**src/rtl/rsa_pkg.sv**
```systemverilog
// Shared types and constants for the RSA operand datapath: region selects,
// operand geometry, SRAM base addresses and the operand-fetch FSM states.
package rsa_pkg;

   localparam int unsigned RSA_WORDS    = 64;
   localparam int unsigned RSA_WORD_W   = 32;
   localparam logic [7:0]  RSA_MSG_BASE = 8'd0;
   localparam logic [7:0]  RSA_KEY_BASE = 8'd64;
   localparam logic [7:0]  RSA_MOD_BASE = 8'd128;

   typedef enum logic [1:0] {
      RSA_SEL_MSG = 2'd0,
      RSA_SEL_KEY = 2'd1,
      RSA_SEL_MOD = 2'd2
   } rsa_sel_e;

   typedef enum logic [1:0] {
      FETCH_IDLE,
      FETCH_FETCH,
      FETCH_DRAIN,
      FETCH_DONE
   } rsa_fetch_state_e;

   typedef struct packed {
      rsa_sel_e   sel;
      logic [5:0] idx;
      logic       last;
   } rsa_tag_t;

   typedef struct packed {
      logic [RSA_WORD_W-1:0] data;
      rsa_tag_t              tag;
   } rsa_word_t;

endpackage

```
**src/rtl/rsa_fetch_skid_fifo.sv**
```systemverilog
// Two-entry word buffer (data + region/index/last tag) that absorbs the SRAM
// read latency and downstream backpressure for the operand fetcher.
module rsa_fetch_skid_fifo
   import rsa_pkg::*;
(
   input  logic       clk,
   input  logic       rst,
   input  logic       push_i,
   input  logic       pop_i,
   input  rsa_word_t  push_word_i,
   output logic [1:0] count_o,
   output rsa_word_t  head_o
);

   rsa_word_t  mem_q [2];
   logic       wr_ptr_q;
   logic       rd_ptr_q;
   logic [1:0] count_q;
   logic [1:0] count_d;

   always_comb begin
      count_d = count_q;
      if (push_i && !pop_i) begin
         count_d = count_q + 2'd1;
      end else if (pop_i && !push_i) begin
         count_d = count_q - 2'd1;
      end
   end

   // Storage is cleared on reset so the head reads as zero afterwards.
   always_ff @(posedge clk) begin
      if (rst) begin
         for (int unsigned i = 0; i < 2; i++) begin
            mem_q[i] <= '0;
         end
         wr_ptr_q <= 1'b0;
         rd_ptr_q <= 1'b0;
         count_q  <= '0;
      end else begin
         count_q <= count_d;
         if (push_i) begin
            mem_q[wr_ptr_q] <= push_word_i;
            wr_ptr_q        <= ~wr_ptr_q;
         end
         if (pop_i) begin
            rd_ptr_q <= ~rd_ptr_q;
         end
      end
   end

   assign count_o = count_q;
   assign head_o  = mem_q[rd_ptr_q];

endmodule

```
**src/rtl/rsa_operand_fetch.sv**
```systemverilog
// Streams message, key and modulus words out of the input SRAM as a tagged
// valid/ready stream. Define RSA_FETCH_MSB_FIRST_EN for descending in-region order.
module rsa_operand_fetch
   import rsa_pkg::*;
#(
   parameter int unsigned WORDS    = RSA_WORDS,
   parameter logic [7:0]  MSG_BASE = RSA_MSG_BASE,
   parameter logic [7:0]  KEY_BASE = RSA_KEY_BASE,
   parameter logic [7:0]  MOD_BASE = RSA_MOD_BASE
) (
   input  logic        clk,
   input  logic        rst,
   input  logic        start,
   output logic        sram_en,
   output logic [7:0]  sram_addr,
   input  logic [31:0] sram_data,
   output logic        out_valid,
   input  logic        out_ready,
   output logic [31:0] out_data,
   output logic [1:0]  out_sel,
   output logic [5:0]  out_idx,
   output logic        out_last,
   output logic        busy,
   output logic        done
);

   localparam logic [5:0] POS_MAX = 6'(WORDS - 1);

   rsa_fetch_state_e state_q, state_d;
   rsa_sel_e         sel_q, sel_d;
   logic [5:0]       pos_q, pos_d;
   logic             inflight_q;
   rsa_tag_t         tag_q;
   rsa_tag_t         tag_cur;
   logic [7:0]       base;
   logic [1:0]       count;
   rsa_word_t        head;
   rsa_word_t        push_word;
   logic             issue;
   logic             pop;

   rsa_fetch_skid_fifo u_skid (
      .clk         (clk),
      .rst         (rst),
      .push_i      (inflight_q),
      .pop_i       (pop),
      .push_word_i (push_word),
      .count_o     (count),
      .head_o      (head)
   );

   assign out_valid = (count != 2'd0);
   assign pop       = out_valid && out_ready;
   assign out_data  = head.data;
   assign out_sel   = head.tag.sel;
   assign out_idx   = head.tag.idx;
   assign out_last  = head.tag.last;
   assign busy      = (state_q != FETCH_IDLE);
   assign done      = (state_q == FETCH_DONE);
   assign push_word = {sram_data, tag_q};

   // Credit: buffered + inflight words after this cycle's pop must leave room.
   assign issue     = (state_q == FETCH_FETCH) &&
                      (({1'b0, count} + {2'b0, inflight_q}) < (3'd2 + {2'b0, pop}));
   assign sram_en   = issue;
   assign sram_addr = issue ? (base + {2'b0, tag_cur.idx}) : '0;

   always_comb begin
      tag_cur.sel  = sel_q;
`ifdef RSA_FETCH_MSB_FIRST_EN
      tag_cur.idx  = POS_MAX - pos_q;
`else
      tag_cur.idx  = pos_q;
`endif
      tag_cur.last = (sel_q == RSA_SEL_MOD) && (pos_q == POS_MAX);
      case (sel_q)
         RSA_SEL_MSG: base = MSG_BASE;
         RSA_SEL_KEY: base = KEY_BASE;
         default:     base = MOD_BASE;
      endcase
   end

   always_comb begin
      state_d = state_q;
      sel_d   = sel_q;
      pos_d   = pos_q;
      case (state_q)
         FETCH_IDLE: begin
            if (start) begin
               state_d = FETCH_FETCH;
               sel_d   = RSA_SEL_MSG;
               pos_d   = '0;
            end
         end
         FETCH_FETCH: begin
            if (issue) begin
               if (pos_q == POS_MAX) begin
                  pos_d = '0;
                  case (sel_q)
                     RSA_SEL_MSG: sel_d = RSA_SEL_KEY;
                     RSA_SEL_KEY: sel_d = RSA_SEL_MOD;
                     default: begin
                        sel_d   = RSA_SEL_MSG;
                        state_d = FETCH_DRAIN;
                     end
                  endcase
               end else begin
                  pos_d = pos_q + 6'd1;
               end
            end
         end
         FETCH_DRAIN: begin
            if (pop && head.tag.last) begin
               state_d = FETCH_DONE;
            end
         end
         FETCH_DONE:  state_d = FETCH_IDLE;
         default:     state_d = FETCH_IDLE;
      endcase
   end

   always_ff @(posedge clk) begin
      if (rst) begin
         state_q    <= FETCH_IDLE;
         sel_q      <= RSA_SEL_MSG;
         pos_q      <= '0;
         inflight_q <= 1'b0;
         tag_q      <= '0;
      end else begin
         state_q    <= state_d;
         sel_q      <= sel_d;
         pos_q      <= pos_d;
         inflight_q <= issue;
         if (issue) begin
            tag_q <= tag_cur;
         end
      end
   end

endmodule

```
**config.mk**
```make
export PLATFORM = sky130hd
export DESIGN_NAME = rsa_operand_fetch
export DESIGN_NICKNAME = d
export VERILOG_FILES = /design/src/rtl/rsa_pkg.sv /design/src/rtl/rsa_fetch_skid_fifo.sv /design/src/rtl/rsa_operand_fetch.sv
export SDC_FILE = /design/constraint.sdc
export NUM_CORES = 1
export LEC_CHECK = 0
export BUFFER_PORTS_ARGS = -buffer_cell sky130_fd_sc_hd__clkbuf_2
export CORE_UTILIZATION = 45
export DETAILED_ROUTE_END_ITERATION = 8
export GPL_TIMING_DRIVEN = 1
export PLACE_DENSITY = 0.68
export REMOVE_ABC_BUFFERS = 1
export SLEW_MARGIN = 20
export SYNTH_ARGS = -nofsm -noshare
export SYNTH_HDL_FRONTEND = slang
export SYNTH_SLANG_ARGS = --single-unit
```
**constraint.sdc**
```tcl
create_clock -name clk -period 1.8 [get_ports clk]
set_input_delay 0.09 -clock clk [delete_from_list [all_inputs] [get_ports clk]]
set_output_delay 0.09 -clock clk [all_outputs]
set_load 0.02 [all_outputs]
```
==> results.py <==
metrics = {
    "status": {
        "violations": "setup timing",
        "outcome": "complete, but fails checks",
    },
    "layout": {
        "final_util": 0.596,
        "drive_gt1_frac": 0.456,
        "diodes": 0,
        "fillers": 824,
        "fin_cells": 643,
        "areaGrowthSynthToFinish_pct": 28.8,
        "fin_nets": 546,
    },
    "timing": {
        "setup_viol": 10,
        "drv_slew": 0,
        "rsz0062_at_grt": "true",
        "fin_skew_ns": 0.0148,
        "relSlewSlack": 0.741,
        "worst_slack_ns": -0.156,
        "fin_crit_sh": 1.09,
        "post-route-min-period_ns": 1.96,
        "hold_viol_final": 0,
        "fmax_mhz": 511,
        "tightestPinTransition_ns": 0.388,
    },
    "global_route": {
        "grt_usage": 0.181,
        "grt_start_max_net_pins": 42,
        "grt_pass1_wl_mm": 15.3,
        "overflow": 0,
        "grt_pass1_vias": 3208,
        "antenna_found_initial": 0,
    },
    "routing": {
        "final_antenna_net_count": 0,
        "first_pass_iters": 4,
        "routedWlPerCell_um": 15.0,
        "drt-vias-per-instance": 5.02,
        "drtIter0Drc": 94,
        "wl_mm": 9.67,
        "vias": 3226,
        "drc": 0,
    },
    "synthesis": {
        "synth.ff_latch_count": 107,
        "ys_seq_area_frac": 0.623,
        "syn_inst": 370,
        "syn_avg_cell_area_sq_um": 12.9,
        "ys_types": 40,
        "syn_area_sq_um": 4760,
        "async_flop_share": 0,
        "synth_edf_count": 82,
        "synth-main-ff-cell": "edfxtp_1",
        "ys_warn_count": 0,
    },
    "power_and_ir_drop": {
        "sequentialPowerShare": 0.429,
        "p_sw_mw": 2.44,
        "p_int_mw": 4.75,
        "ir_drop_uv": 904,
        "clkPwrFrac": 0.192,
        "p_comb_frac": 0.379,
        "p_total_mw": 7.19,
        "leakagePower_nw": 2.56,
        "p_sw_frac": 0.340,
        "p_per_area_nw_per_um2": 1170,
    },
    "place": {
        "pre_cts_ws_ns": -0.103,
        "gp_congestion": 0.877,
        "dp_hpwl_mm": 5.91,
        "dp_cells": 598,
        "numPortBuffers": 88,
    },
    "worst_setup_path": {
        "cp-start-kind": "flip-flop",
        "r2r_cells": 7,
        "crit_path_end_kind": "primary output",
        "critPathMaxFanout": 4,
        "path_class": "flip-flop to primary output",
        "cp.required_ns": 1.71,
        "crit_arrival_ns": 1.87,
    },
    "hold_path": {
        "hold_depth": 2,
        "hp-class": "input port to flip-flop",
    },
    "cts": {
        "cts_root_buffer": "clkbuf_8",
        "htreeDepth": 3,
        "numCtsBuffers": 9,
        "clock-sinks": 107,
        "clk_latency_ns": 0.37,
        "clockBufferDepth": 2,
        "cts_tree": "built",
        "cts.clk_slew.worst_paths_ns": 0.10,
    },
    "floorplan": {
        "core_area_sq_um": 10300,
        "die_y_um": 105,
        "rows": 37,
        "start_util": 0.463,
        "pin_count": 89,
        "floorplan.die.width_um": 105,
        "die_area_sq_um": 11000,
    },
    "run": {
        "cap_violations": 0,
    },
}
worst paths after layout:
kind / startpoint / to / slack [ns]
max: inflight_q / sram_addr[1] / -0.16
min: sram_data[13] / u_skid.mem_q[1][22] / 0.01
max reg2reg: inflight_q / pos_q[5] / -0.14
min reg2reg: push_word[0] / push_word[0] / 0.47
state kept, by name, summed over array words and instances (netlist names), named ones only:
register and count:
inflight_q 1, u_skid.mem_q 82, u_skid.wr_ptr_q 1, pos_q 6, sel_q 2, u_skid.count_o 2
state_q 2, push_word 9, u_skid.rd_ptr_q 1
metal layers:
| layer | wire (um) | GRT usage |
|---|---|---|
| met5 | 0 | 0 |
| met4 | 163 | 0.0765 |
| met3 | 439 | 0.0312 |
| met2 | 4940 | 0.319 |
| met1 | 4130 | 0.217 |
stage by stage:
| stage | setup TNS [ns] | hold slack [ns] | instance area (sq um) |
|---|---|---|---|
| after global placement | -0.0567 | 0.377 | 5490 |
| after CTS | -0.953 | 0.00108 | 6000 |
| final | -1.24 | 0.0122 | 6130 |
| after detailed placement | -0.112 | 0.381 | 5490 |
| after floorplan | -94.10 | 0.159 | 4670 |
| after global routing | -2.14 | 0.00479 | 6130 |
power groups by stage:
stage,Sequential [mW],Clock [mW],Combinational (mW)
CTS,3.08,1.41,2.56
detailed placement,3.12,0,2.34
floorplan,3.18,0,1.41
global placement,3.10,0,2.31
global route,3.12,1.49,2.92
finish,3.09,1.38,2.72
critical path, stage by stage, from the launching register on:
cell and delay, ns:
dfxtp_2 0.34, ha_4 0.16, ha_4 0.27, o21ai_2 0.06
nand3b_1 0.25, clkinv_2 0.16, nand2_2 0.11, inv_2 0.04
buf_8 0.12
Yosys cell counts (4+ instances only):
cell type	count	share of area
or3_1	4	0.0053
clkbuf_1	11	0.0087
nand2_1	21	0.017
inv_1	15	0.012
buf_1	4	0.0032
nor2_1	10	0.0079
mux2_2	40	0.095
nand2b_1	6	0.0079
dfxtp_1	25	0.11
o21ai_0	5	0.0053
nand3_1	4	0.0042
ha_1	8	0.021
edfxtp_1	82	0.52
and2_1	82	0.11
a21oi_1	14	0.015
mux2i_1	4	0.0084
placed cells by master (no fill, tap or decap), types with 2 or more instances in the layout:
master         instances
buf_8                  3
mux2i_1                4
dfxtp_1               19
a21oi_2                3
nand2b_1               5
inv_2                  7
o21ai_2                2
dfxtp_2                6
xor2_1                 3
or2_2                  2
o21ai_0                4
nor3b_2                2
inv_1                  8
buf_12                 3
inv_6                  2
and2_1                82
o32ai_1                2
nand2_2                6
clkbuf_2              79
ha_4                   3
nand3b_1               3
mux2_2                40
a21oi_1               11
edfxtp_1              82
ha_1                   4
dlygate4sd3_1         11
nand3_1                3
buf_4                 37
or3_1                  3
clkbuf_8              13
nor2_1                10
nand2_1               14
area by class of cell:
cell class	instances	area [sq um]	area share
clock buffers	11	141	0.0231
clock inverters	5	45.0	0.00735
inverters	16	62.6	0.0102
multi-input cells	229	1790	0.292
flip-flops and latches	107	2970	0.485
well taps	136	170	0.0278
repair buffers	138	946	0.154
repair inverters	1	5.00	0.000816
cells by family after synthesis:
group | share of synthesized area
and+or+nand+nor | 0.175
DFF | 0.623
muxes | 0.103
buffers and inverters | 0.0316
AOI/OAI and AO/OA | 0.0392
adders and majority gates | 0.0210
xor gates and xnor gates | 0.00736
repair_timing:
item | 4_1_cts | 5_1_grt
hold buffers | 10 | 1
setup buffers | 11 | 7
endpoints found under the hold margin | 15 | 1
resized for setup | 41 | 25
setup endpoints to repair | 11 | 18
gates cloned | 1 | 0
pin swaps | 11 | 11
No activity file was read; power rests on OpenSTA's default activity.
